<file path="config.mk">
export PLATFORM = sky130hd
export DESIGN_NAME = sram_arbiter
export DESIGN_NICKNAME = d
export VERILOG_FILES = /design/src/rtl/sram_arb_pkg.sv /design/src/rtl/rr_arb2.sv /design/src/rtl/sram_arbiter.sv
export SDC_FILE = /design/constraint.sdc
export NUM_CORES = 1
export LEC_CHECK = 0
export BUFFER_PORTS_ARGS = -buffer_cell sky130_fd_sc_hd__buf_2
export CORE_AREA = 3 3 40 42
export DETAILED_ROUTE_END_ITERATION = 8
export DIE_AREA = 0 0 43 45
export PLACE_DENSITY = 0.66
export SYNTH_ARGS = -nofsm -noshare
export SYNTH_HDL_FRONTEND = slang
export SYNTH_SLANG_ARGS = --single-unit
</file>
<file path="constraint.sdc">
create_clock -name clk -period 2.45 [get_ports clk]
set_input_delay 0 -clock clk [delete_from_list [all_inputs] [get_ports clk]]
set_output_delay 0 -clock clk [all_outputs]
set_load 0.01 [all_outputs]
</file>
<file path="src/rtl/sram_arb_pkg.sv">
// Shared constants for the two-master SRAM arbiter.
//   M0 / M1      : master indices, also used as grant-vector bit positions
//   NUM_MASTERS  : number of requesters
//   WE_WRITE/READ: encoding of the per-master we input
package sram_arb_pkg;

  localparam logic        M0          = 1'b0;
  localparam logic        M1          = 1'b1;
  localparam int unsigned NUM_MASTERS = 2;

  localparam logic        WE_WRITE    = 1'b1;
  localparam logic        WE_READ     = 1'b0;

endpackage

</file>
<file path="src/rtl/rr_arb2.sv">
// Two-way round-robin grant generator.
// Ports:
//   clk : clock
//   rst : synchronous active-high reset; forces grants low
//   req : request vector, bit index = master index
//   gnt : one-hot (or zero) grant vector, combinational from req and pointer
module rr_arb2
  import sram_arb_pkg::*;
(
  input  logic                   clk,
  input  logic                   rst,
  input  logic [NUM_MASTERS-1:0] req,
  output logic [NUM_MASTERS-1:0] gnt
);

  // Index of the master granted most recently; the other one wins a tie.
  logic r_rr_last;

  always_comb begin
    gnt = '0;
    if (!rst) begin
      unique case (req)
        2'b01:   gnt[M0] = 1'b1;
        2'b10:   gnt[M1] = 1'b1;
        2'b11: begin
          if (r_rr_last == M1) gnt[M0] = 1'b1;
          else                 gnt[M1] = 1'b1;
        end
        default: gnt = '0;
      endcase
    end
  end

  always_ff @(posedge clk) begin
    if (rst) begin
      r_rr_last <= M1;
    end else if (gnt[M0]) begin
      r_rr_last <= M0;
    end else if (gnt[M1]) begin
      r_rr_last <= M1;
    end
  end

endmodule

</file>
<file path="src/rtl/sram_arbiter.sv">
// Round-robin arbiter sharing one single-port SRAM between two masters.
// Ports:
//   clk, rst                 : clock and synchronous active-high reset
//   mX_req/we/adr/wdata      : master X request (held until mX_gnt)
//   mX_gnt                   : master X accepted this cycle (combinational)
//   mX_rvalid, mX_rdata      : master X read return, one cycle after the read grant
//   sram_nWE/adr/din         : SRAM drive, from the granted master or idle read of 0
//   sram_dout                : SRAM registered read data
module sram_arbiter
  import sram_arb_pkg::*;
#(
  parameter int unsigned AW = 2,
  parameter int unsigned DW = 2
) (
  input  logic          clk,
  input  logic          rst,
  input  logic          m0_req,
  input  logic          m0_we,
  input  logic [AW-1:0] m0_adr,
  input  logic [DW-1:0] m0_wdata,
  output logic          m0_gnt,
  output logic          m0_rvalid,
  output logic [DW-1:0] m0_rdata,
  input  logic          m1_req,
  input  logic          m1_we,
  input  logic [AW-1:0] m1_adr,
  input  logic [DW-1:0] m1_wdata,
  output logic          m1_gnt,
  output logic          m1_rvalid,
  output logic [DW-1:0] m1_rdata,
  output logic          sram_nWE,
  output logic [AW-1:0] sram_adr,
  output logic [DW-1:0] sram_din,
  input  logic [DW-1:0] sram_dout
);

  logic [NUM_MASTERS-1:0] w_gnt;
  logic                   w_any_gnt;
  logic                   w_sel;
  logic                   w_we;
  logic                   w_rd_gnt;

  logic r_rd_pend;
  logic r_rd_tag;

  rr_arb2 u_rr_arb2 (
    .clk (clk),
    .rst (rst),
    .req ({m1_req, m0_req}),
    .gnt (w_gnt)
  );

  assign m0_gnt    = w_gnt[M0];
  assign m1_gnt    = w_gnt[M1];
  assign w_any_gnt = |w_gnt;
  assign w_sel     = w_gnt[M1];
  assign w_we      = (w_sel == M1) ? m1_we : m0_we;
  assign w_rd_gnt  = w_any_gnt && (w_we == WE_READ);

  // With no grant the SRAM sees a harmless read of address 0.
  always_comb begin
    sram_nWE = 1'b1;
    sram_adr = '0;
    sram_din = '0;
    if (w_any_gnt) begin
      sram_nWE = ~w_we;
      sram_adr = (w_sel == M1) ? m1_adr   : m0_adr;
      sram_din = (w_sel == M1) ? m1_wdata : m0_wdata;
    end
  end

  // Read return: SRAM data appears the cycle after the grant, as does this tag.
  always_ff @(posedge clk) begin
    if (rst) begin
      r_rd_pend <= 1'b0;
      r_rd_tag  <= M0;
    end else begin
      r_rd_pend <= w_rd_gnt;
      r_rd_tag  <= w_sel;
    end
  end

  assign m0_rvalid = r_rd_pend && (r_rd_tag == M0);
  assign m1_rvalid = r_rd_pend && (r_rd_tag == M1);
  assign m0_rdata  = sram_dout;
  assign m1_rdata  = sram_dout;

endmodule

</file>
======== After elaboration in Yosys (flattened, before gate mapping) ========
Cells that the tools add are included.
operators by class
  $add $sub $neg .......................... 0
  $mul .................................... 0
  divide/modulo/power cells ............... 0
  order comparisons ....................... 0
  eq/ne operators ......................... 3
  shifts and indexed selects .............. 0
  mux-type cells .......................... 13
  bitwise operators ....................... 2
  reduce and logical (&&, ||, !) cells .... 5
operator list
  kind                                                                    number
  2-bit two-way mux                                                       5
  1-bit two-way mux                                                       6
  2-bit equality test (second input constant)                             2
  1-bit case mux with 2 select lines                                      2
  1-bit logical AND                                                       3
  2-bit by 1-bit equality test with 1-bit output (second input constant)  1
  1-bit NOT                                                               2
  2-bit nonzero test                                                      1
  2-bit OR reduction                                                      1
word-level totals
  bits in registers ....................... 3
  bits in latches ......................... 0
  bits in writable memories ............... 0
  ROM bits ................................ 0
  input port bits ......................... 16
  output and inout bits ................... 13
  word-level logic and storage cells ...... 26
  memories ................................ 0

======== Longest topological paths before layout ========
Gate-level depths: netlist of the first run.
  depth after elaboration ................. 6
  depth in mapped cells ................... 3
  gate-level depth less buffers ........... 2

======== Cells and area by module ========
A second synthesis of the first run with hierarchy kept.
second synthesis, totals
  cells, all modules ...................... 34
  area, all modules ....................... 235.2 um^2
modules (own cells, without submodules)
  module        instances  cells an instance  area an instance (um^2)  seq. area each (um^2)
  sram_arbiter  1          27                 177.7                    40.0
  rr_arb2       1          7                  57.6                     20.0

======== Worst setup path after synthesis of the first run ========
OpenSTA, ideal clock, no wires.
  path type ............................... reg-to-output
  start ................................... register u_rr_arb2.r_rr_last
  end ..................................... output sram_adr[0]
  arrival ................................. 0.849 ns
  required time ........................... 2.450 ns
  path slack .............................. 1.601 ns
  cell stages (with the launch flop) ...... 3
  buffers on the path ..................... 0
  cell sequence ........................... dfxtp_1 -> nor2b_2 -> o32ai_1
between the ends
  longest elaborated chain between the ends .. 5
  elaborated cells between the ends (all ways) .. 8
  those cells by class .................... 7 x mux; 1 x reduce/logical
ends and longest elaborated chain
  element                                                         line                                    source
  start: declaration                                              rr_arb2.sv:17                           logic r_rr_last;
  start signal: assignment                                        rr_arb2.sv:36                           r_rr_last <= M1;
  start signal: assignment                                        rr_arb2.sv:38                           r_rr_last <= M0;
  start signal: assignment                                        rr_arb2.sv:40                           r_rr_last <= M1;
  1-bit two-way mux                                               rr_arb2.sv:26                           if (r_rr_last == M1) gnt[M0] = 1'b1;
  1-bit case mux with 2 select lines                              rr_arb2.sv:22                           unique case (req)
  2-bit two-way mux *                                             rr_arb2.sv:21                           if (!rst) begin
  2-bit two-way mux / 2-bit OR reduction (equally long branches)  sram_arbiter.sv:67, sram_arbiter.sv:55
  2-bit two-way mux *                                             sram_arbiter.sv:65                      if (w_any_gnt) begin
  end: declaration                                                sram_arbiter.sv:32                      output logic [AW-1:0] sram_adr,
Mark *: on every way between the ends. The rest lies on a longest branch, timed or not.

======== Worst setup path after layout of the first run ========
  start ................................... register u_rr_arb2.r_rr_last
  end ..................................... output sram_din[0]
between the ends
  longest elaborated chain between the ends .. 5
  elaborated cells between the ends (all ways) .. 8
  those cells by class .................... 7 x mux; 1 x reduce/logical
ends and longest elaborated chain
  element                                                         line                                    source
  1-bit two-way mux                                               rr_arb2.sv:26
  1-bit case mux with 2 select lines                              rr_arb2.sv:22
  2-bit two-way mux *                                             rr_arb2.sv:21
  2-bit two-way mux / 2-bit OR reduction (equally long branches)  sram_arbiter.sv:68, sram_arbiter.sv:55
  2-bit two-way mux *                                             sram_arbiter.sv:65
  end: declaration                                                sram_arbiter.sv:33                      output logic [DW-1:0] sram_din,
Marks and branches as above.

==> results_dict.tcl, run 1 <==
set metrics [dict create \
    pin_count 29 \
    residual_overflow_from_global_routing 0 \
    grt_resource_usage_total_pct 7.987 \
    ctsLongestPathBuffers 2 \
    vias 315 \
    setup.worst_path.end_class "output port" \
    drt_iter0_markers 10 \
    rsz0062_at_grt "false" \
    worst_r2r_path_depth 2 \
    nets 75 \
    min_period_ps 1164 \
    outcome "completed" \
    critPathMaxFanout 6 \
    yosys_warning_count 0 \
    fin_worst_skew_ps 1.842 \
    core_region_area_mm2 0.001285 \
    hold_violations 0 \
    post_cts_sizing_count 0 \
    worst_slew_margin_rel_pct 82.26 \
    synth_cell_type_count 19 \
    critical_path_required_ps 2450 \
    slew_viol_final 0 \
    netlist.area_leader.share_pct 19.51 \
    max-cap-violations 0 \
    rows 13 \
    timing.final.crit_share_pct 47.51 \
    tightest_slew_ps 264.9 \
    final.fill_count 145 \
    synthesized_cell_area_um2 307.8 \
    synth_top_cells_by_area "sky130_fd_sc_hd__dfxtp_1 (20%), sky130_fd_sc_hd__nand2b_1 (18%), sky130_fd_sc_hd__buf_4 (9.8%)" \
    cts_setup_buffers 0 \
    crit_chain "nor2b_2 > o32ai_1 > buf_2" \
    fmaxAchievable_ghz 0.8591 \
    htree_levels 1 \
    drt.antenna.violating_nets 0 \
    use_met3_pct 1.992 \
    timing.setup.tns_ps 0 \
    post_drt_wl_per_cell_um 9.233 \
    clock_sink_count 3 \
    initial_utilization_pct 23.95 \
    grt_antenna_before_repair 0 \
    first_global_vias 314 \
    buffer_ports.inserted 22 \
    die_height_um 45 \
    seq_total_area_yosys_pct 19.51 \
    fin_cells 73 \
    timing.setup.critical_path_class "flip-flop to output port" \
    worst_setup_hold_path_clk_slew_ps 40 \
    post_drt_via_cell_ratio 4.315 \
    totalWireLength_um 674 \
    yosys.area.top_type "sky130_fd_sc_hd__dfxtp_1" \
    grt_met2_use_pct 10.18 \
    placement.cell_area_um2 395.4 \
    total_of_endpoints_with_negative_setup_slack_in_the_final_report 0 \
    post_cts_hold_buffer_count 0 \
    worstSetupStartpointType "flip-flop" \
    die_width_um 43 \
    cts_root_buf "sky130_fd_sc_hd__clkbuf_4" \
    grt_pass1_wl_um 1173 \
    timing.critical_path.slowest_stage_cell "sky130_fd_sc_hd__dfxtp_1" \
    final_area_um2 421.7 \
    drc 0 \
    area.growth.synth_to_final_pct 36.99 \
    fp.dieArea_mm2 0.001935 \
    cts_bufs_inserted 3 \
    ys_ff_latch 3 \
    synth_fp_nets 53 \
    fraction_of_layout_cells_with_a_size_suffix_above_1_pct 51.72 \
    power_per_cell_area_mw_per_mm2 460.2 \
    grt_most_used_layer "met1" \
    largest_net_degree_at_the_start_of_global_routing 17 \
    post-place-cells 69 \
    power_leakage_uw 0.0002077 \
    clock_latency_ps 230 \
    synth_area_per_cell_um2 8.319 \
    highest_ir_drop_seen_on_vdd_v 0.0001123 \
    hold_depth 0 \
    worstPathArrival_ps 1160 \
    globalplace.congestion 0.6418 \
    globalRouteMet1Util_pct 10.82 \
    netlist_instances 37 \
    worst_hold_path_type "input pin to output port" \
    worst_path_largest_cell_delay_ps 390 \
    cts_tree "built" \
    drtPass1Iterations 2 \
    detailedPlacementHpwl_um 518.7 \
    diodes 0 \
]
## path summary, 6_finish.rpt
kind,startpoint,to,slack [ps]
setup / recovery,u_rr_arb2.r_rr_last,sram_din[0],1290
hold / removal,sram_dout[0],m0_rdata[0],0.04
setup reg to reg,u_rr_arb2.r_rr_last,r_rd_pend,1590
hold reg to reg,u_rr_arb2.r_rr_last,u_rr_arb2.r_rr_last,560
## layout make-up
type	count	area, µm²	area share, %
clock buffer	4	26.28	6.231
multi-input combinational	28	202.7	48.07
tap	15	18.77	4.451
timing repair buffer	22	110.1	26.11
inverter	1	3.754	0.8902
sequential	3	60.06	14.24
## worst max-delay path: cells and delay by family, from the launching register on
family / cells / cell delay, ps
flip-flops: 1 / 390
AND/OR/NAND/NOR: 1 / 100
buffers and inverters: 1 / 180
AO/OA/AOI/OAI: 1 / 260
## stage by stage
step	hold slack (ps)	total power, µW	util, %	worst slack, ps
2_1_floorplan	91.77	94.39	-	1601
3_3_place_gp	0.1061	109.0	30.77	1571
3_5_place_dp	0.1061	109.9	30.77	1544
4_1_cts	0.1061	200.0	32.81	1284
5_1_grt	0.09483	212.8	32.81	1197
6_report	0.03731	194.1	32.81	1286
## placed cells by master, fill, tap and decap left out
master                      n
sky130_fd_sc_hd__a32oi_1    1
sky130_fd_sc_hd__nor3_1     1
sky130_fd_sc_hd__nor2b_2    1
sky130_fd_sc_hd__nand2b_1   9
sky130_fd_sc_hd__dfxtp_1    3
sky130_fd_sc_hd__o32ai_1    3
sky130_fd_sc_hd__and2_1     1
sky130_fd_sc_hd__nor2b_1    1
sky130_fd_sc_hd__and2b_1    2
sky130_fd_sc_hd__a32o_1     1
sky130_fd_sc_hd__a211o_1    1
sky130_fd_sc_hd__clkbuf_4   3
sky130_fd_sc_hd__buf_2     22
sky130_fd_sc_hd__nor2_2     1
sky130_fd_sc_hd__nor2_1     3
sky130_fd_sc_hd__clkbuf_1   1
sky130_fd_sc_hd__o32ai_2    1
sky130_fd_sc_hd__a21boi_1   1
sky130_fd_sc_hd__inv_2      1
sky130_fd_sc_hd__a21bo_2    1
## state kept, by name, indices dropped and copies added, names as in the netlist
signal               flops
r_rd_tag                 1
r_rd_pend                1
u_rr_arb2.r_rr_last      1
## synthesized netlist by cell type
| cell type | number |
|---|---|
| sky130_fd_sc_hd__nor2_1 | 3 |
| sky130_fd_sc_hd__a32o_1 | 1 |
| sky130_fd_sc_hd__nor2b_1 | 1 |
| sky130_fd_sc_hd__a32oi_1 | 1 |
| sky130_fd_sc_hd__a21boi_1 | 1 |
| sky130_fd_sc_hd__and2b_1 | 2 |
| sky130_fd_sc_hd__and2_1 | 1 |
| sky130_fd_sc_hd__dfxtp_1 | 3 |
| sky130_fd_sc_hd__nand2b_1 | 9 |
| sky130_fd_sc_hd__a211o_1 | 1 |
| sky130_fd_sc_hd__inv_2 | 1 |
| sky130_fd_sc_hd__nor2b_2 | 1 |
| sky130_fd_sc_hd__o32ai_2 | 1 |
| sky130_fd_sc_hd__a21bo_2 | 1 |
| sky130_fd_sc_hd__buf_4 | 4 |
| sky130_fd_sc_hd__nor3_1 | 1 |
| sky130_fd_sc_hd__nor2_2 | 1 |
| sky130_fd_sc_hd__o32ai_1 | 3 |
| sky130_fd_sc_hd__buf_6 | 1 |
## power by group
group          switching (µW)  internal [µW]  leakage (µW)  total, µW
clock                    24.5           61.0     0.0000150       85.4
sequential               2.31           52.5     0.0000249       54.8
combinational            25.9           27.9      0.000168       53.8
## logic make-up after synthesis
| kind of cell | share of synthesized area (%) |
|---|---|
| AO/OA/AOI/OAI | 28.46 |
| buffers and inverters | 14.63 |
| flip-flops | 19.51 |
| AND/OR/NAND/NOR | 37.40 |
## per-layer routing
layer | part of all wire (%) | up-vias
li1 | - | 170
met1 | 49 | 124
met2 | 38 | 21
met3 | 13 | 0
met4 | 0 | 0
met5 | 0 | -
Power figures use the tool's default switching activity.
==> run 2: changes to the inputs <==
- clock period: 2.45 -> 1.2 ns (I/O delays scaled with it)
==> results_dict.tcl, run 2 (synthesis results as in run 1) <==
set metrics [dict create \
    worst_hold_path_type "input pin to output port" \
    post-place-cells 69 \
    drt.antenna.violating_nets 0 \
    buffer_ports.inserted 22 \
    clock_sink_count 3 \
    worst_r2r_path_depth 2 \
    most-common-layout-cells "sky130_fd_sc_hd__buf_2 (22), sky130_fd_sc_hd__nand2b_1 (9), sky130_fd_sc_hd__nor2_1 (3), sky130_fd_sc_hd__o32ai_1 (3), sky130_fd_sc_hd__clkbuf_4 (3)" \
    final.fill_count 145 \
    first_global_vias 314 \
    detailedPlacementHpwl_um 518.7 \
    pin_count 29 \
    nets 75 \
    worst_setup_hold_path_clk_slew_ps 40 \
    worstSetupStartpointType "flip-flop" \
    htree_levels 1 \
    largest_net_degree_at_the_start_of_global_routing 17 \
    timing.rr.end "r_rd_pend" \
    timing.setup.critical_path_class "flip-flop to output port" \
    total_of_endpoints_with_negative_setup_slack_in_the_final_report 0 \
    rsz0062_at_grt "false" \
    placement.cell_area_um2 395.4 \
    min_period_ps 1107 \
    core_region_area_mm2 0.001285 \
    worstPathArrival_ps 1110 \
    power_per_cell_area_mw_per_mm2 938.4 \
    max-cap-violations 0 \
    vias 315 \
    reg2reg_setup_slack_ps 360 \
    timing.final.crit_share_pct 92.22 \
    ctsLongestPathBuffers 2 \
    residual_overflow_from_global_routing 0 \
    initial_utilization_pct 23.95 \
    cts_tree "built" \
    outcome "completed" \
    drc 0 \
    cts_bufs_inserted 3 \
    final_common_cell "sky130_fd_sc_hd__buf_2" \
    timing.setup.tns_ps 0 \
    tightest_slew_ps 265.0 \
    die_width_um 43 \
    globalplace.congestion 0.6418 \
    critPathMaxFanout 6 \
    slew_viol_final 0 \
    post_drt_wl_per_cell_um 9.233 \
    worst_slew_margin_rel_pct 82.25 \
    totalWireLength_um 674 \
    diodes 0 \
    fin_worst_skew_ps 1.842 \
    regs_by_ff_count "r_rd_pend x1, r_rd_tag x1, u_rr_arb2.r_rr_last x1" \
    setup.worst_path.end_class "output port" \
    hold_violations 0 \
    r2r-start "u_rr_arb2.r_rr_last" \
    critical_path_required_ps 1200 \
    fmaxAchievable_ghz 0.9036 \
    drtPass1Iterations 2 \
    die_height_um 45 \
    cts_setup_buffers 0 \
    grt_resource_usage_total_pct 7.987 \
    crit_path_end "sram_din[0]" \
    fp.dieArea_mm2 0.001935 \
    fraction_of_layout_cells_with_a_size_suffix_above_1_pct 53.45 \
    power_leakage_uw 0.0002075 \
    final_area_um2 422.9 \
    critical_path.startpoint "u_rr_arb2.r_rr_last" \
    grt_pass1_wl_um 1173 \
    cts_root_buf "sky130_fd_sc_hd__clkbuf_4" \
    grt_antenna_before_repair 0 \
    clock_latency_ps 230 \
    drt_iter0_markers 10 \
    fin_cells 73 \
    highest_ir_drop_seen_on_vdd_v 0.0002305 \
    hold_slack_ps 0.03731 \
    area.growth.synth_to_final_pct 37.40 \
    hold_depth 0 \
    rows 13 \
    post_drt_via_cell_ratio 4.315 \
]
[run 2: cell counts in the layout (fill, tap and decap cells not counted)]
Identical to the previous run, type by type.
[run 2: final cells by class]
class,instances,area [µm²],area share (%)
Tap cell,15,18.77,4.438
Clock buffer,4,26.28,6.213
Multi-Input combinational cell,28,202.7,47.93
Inverter,1,3.754,0.8876
Timing Repair Buffer,22,110.1,26.04
Sequential cell,3,61.31,14.50
[run 2: worst min-delay path by stage]
stage	start	to
CTS	sram_dout[0]	m0_rdata[0]
global route	sram_dout[1]	m0_rdata[1]
floorplan	sram_dout[0]	m0_rdata[0]
detailed placement	sram_dout[0]	m0_rdata[0]
finish	sram_dout[0]	m0_rdata[0]
global placement	sram_dout[0]	m0_rdata[0]
[run 2: report_power, final]
| part | internal (µW) | switching [µW] |
|---|---|---|
| Sequential | 108 | 4.71 |
| Clock | 124 | 50.0 |
| Combinational | 56.9 | 52.9 |
| Total | 289 | 108 |
[run 2: critical path: stages (launching register included)]
cell and delay [ps]:
sky130_fd_sc_hd__dfxtp_2 350, sky130_fd_sc_hd__nor2b_2 80, sky130_fd_sc_hd__o32ai_1 260, sky130_fd_sc_hd__buf_2 180
[run 2: per-layer routing]
layer	global-route usage [%]	vias to the layer above	share of wire [%]
met5	0	-	0
met2	10.18	21	38
met1	10.82	124	49
li1	-	170	-
met4	7.229	0	0
met3	1.992	0	13
[run 2: stage by stage]
stage,worst slack [ps],util (%),total power (µW)
global placement,320.7,30.77,222.6
detailed placement,294.1,30.77,224.3
global route,16.52,32.91,435.0
floorplan,350.9,-,192.7
CTS,33.63,32.81,408.3
finish,93.34,32.91,396.9
[run 2: what timing repair did]
| action | CTS | global route |
|---|---|---|
| endpoints found under the setup margin | 0 | 3 |
| hold buffers | 0 | 0 |
| resized for setup | 0 | 1 |
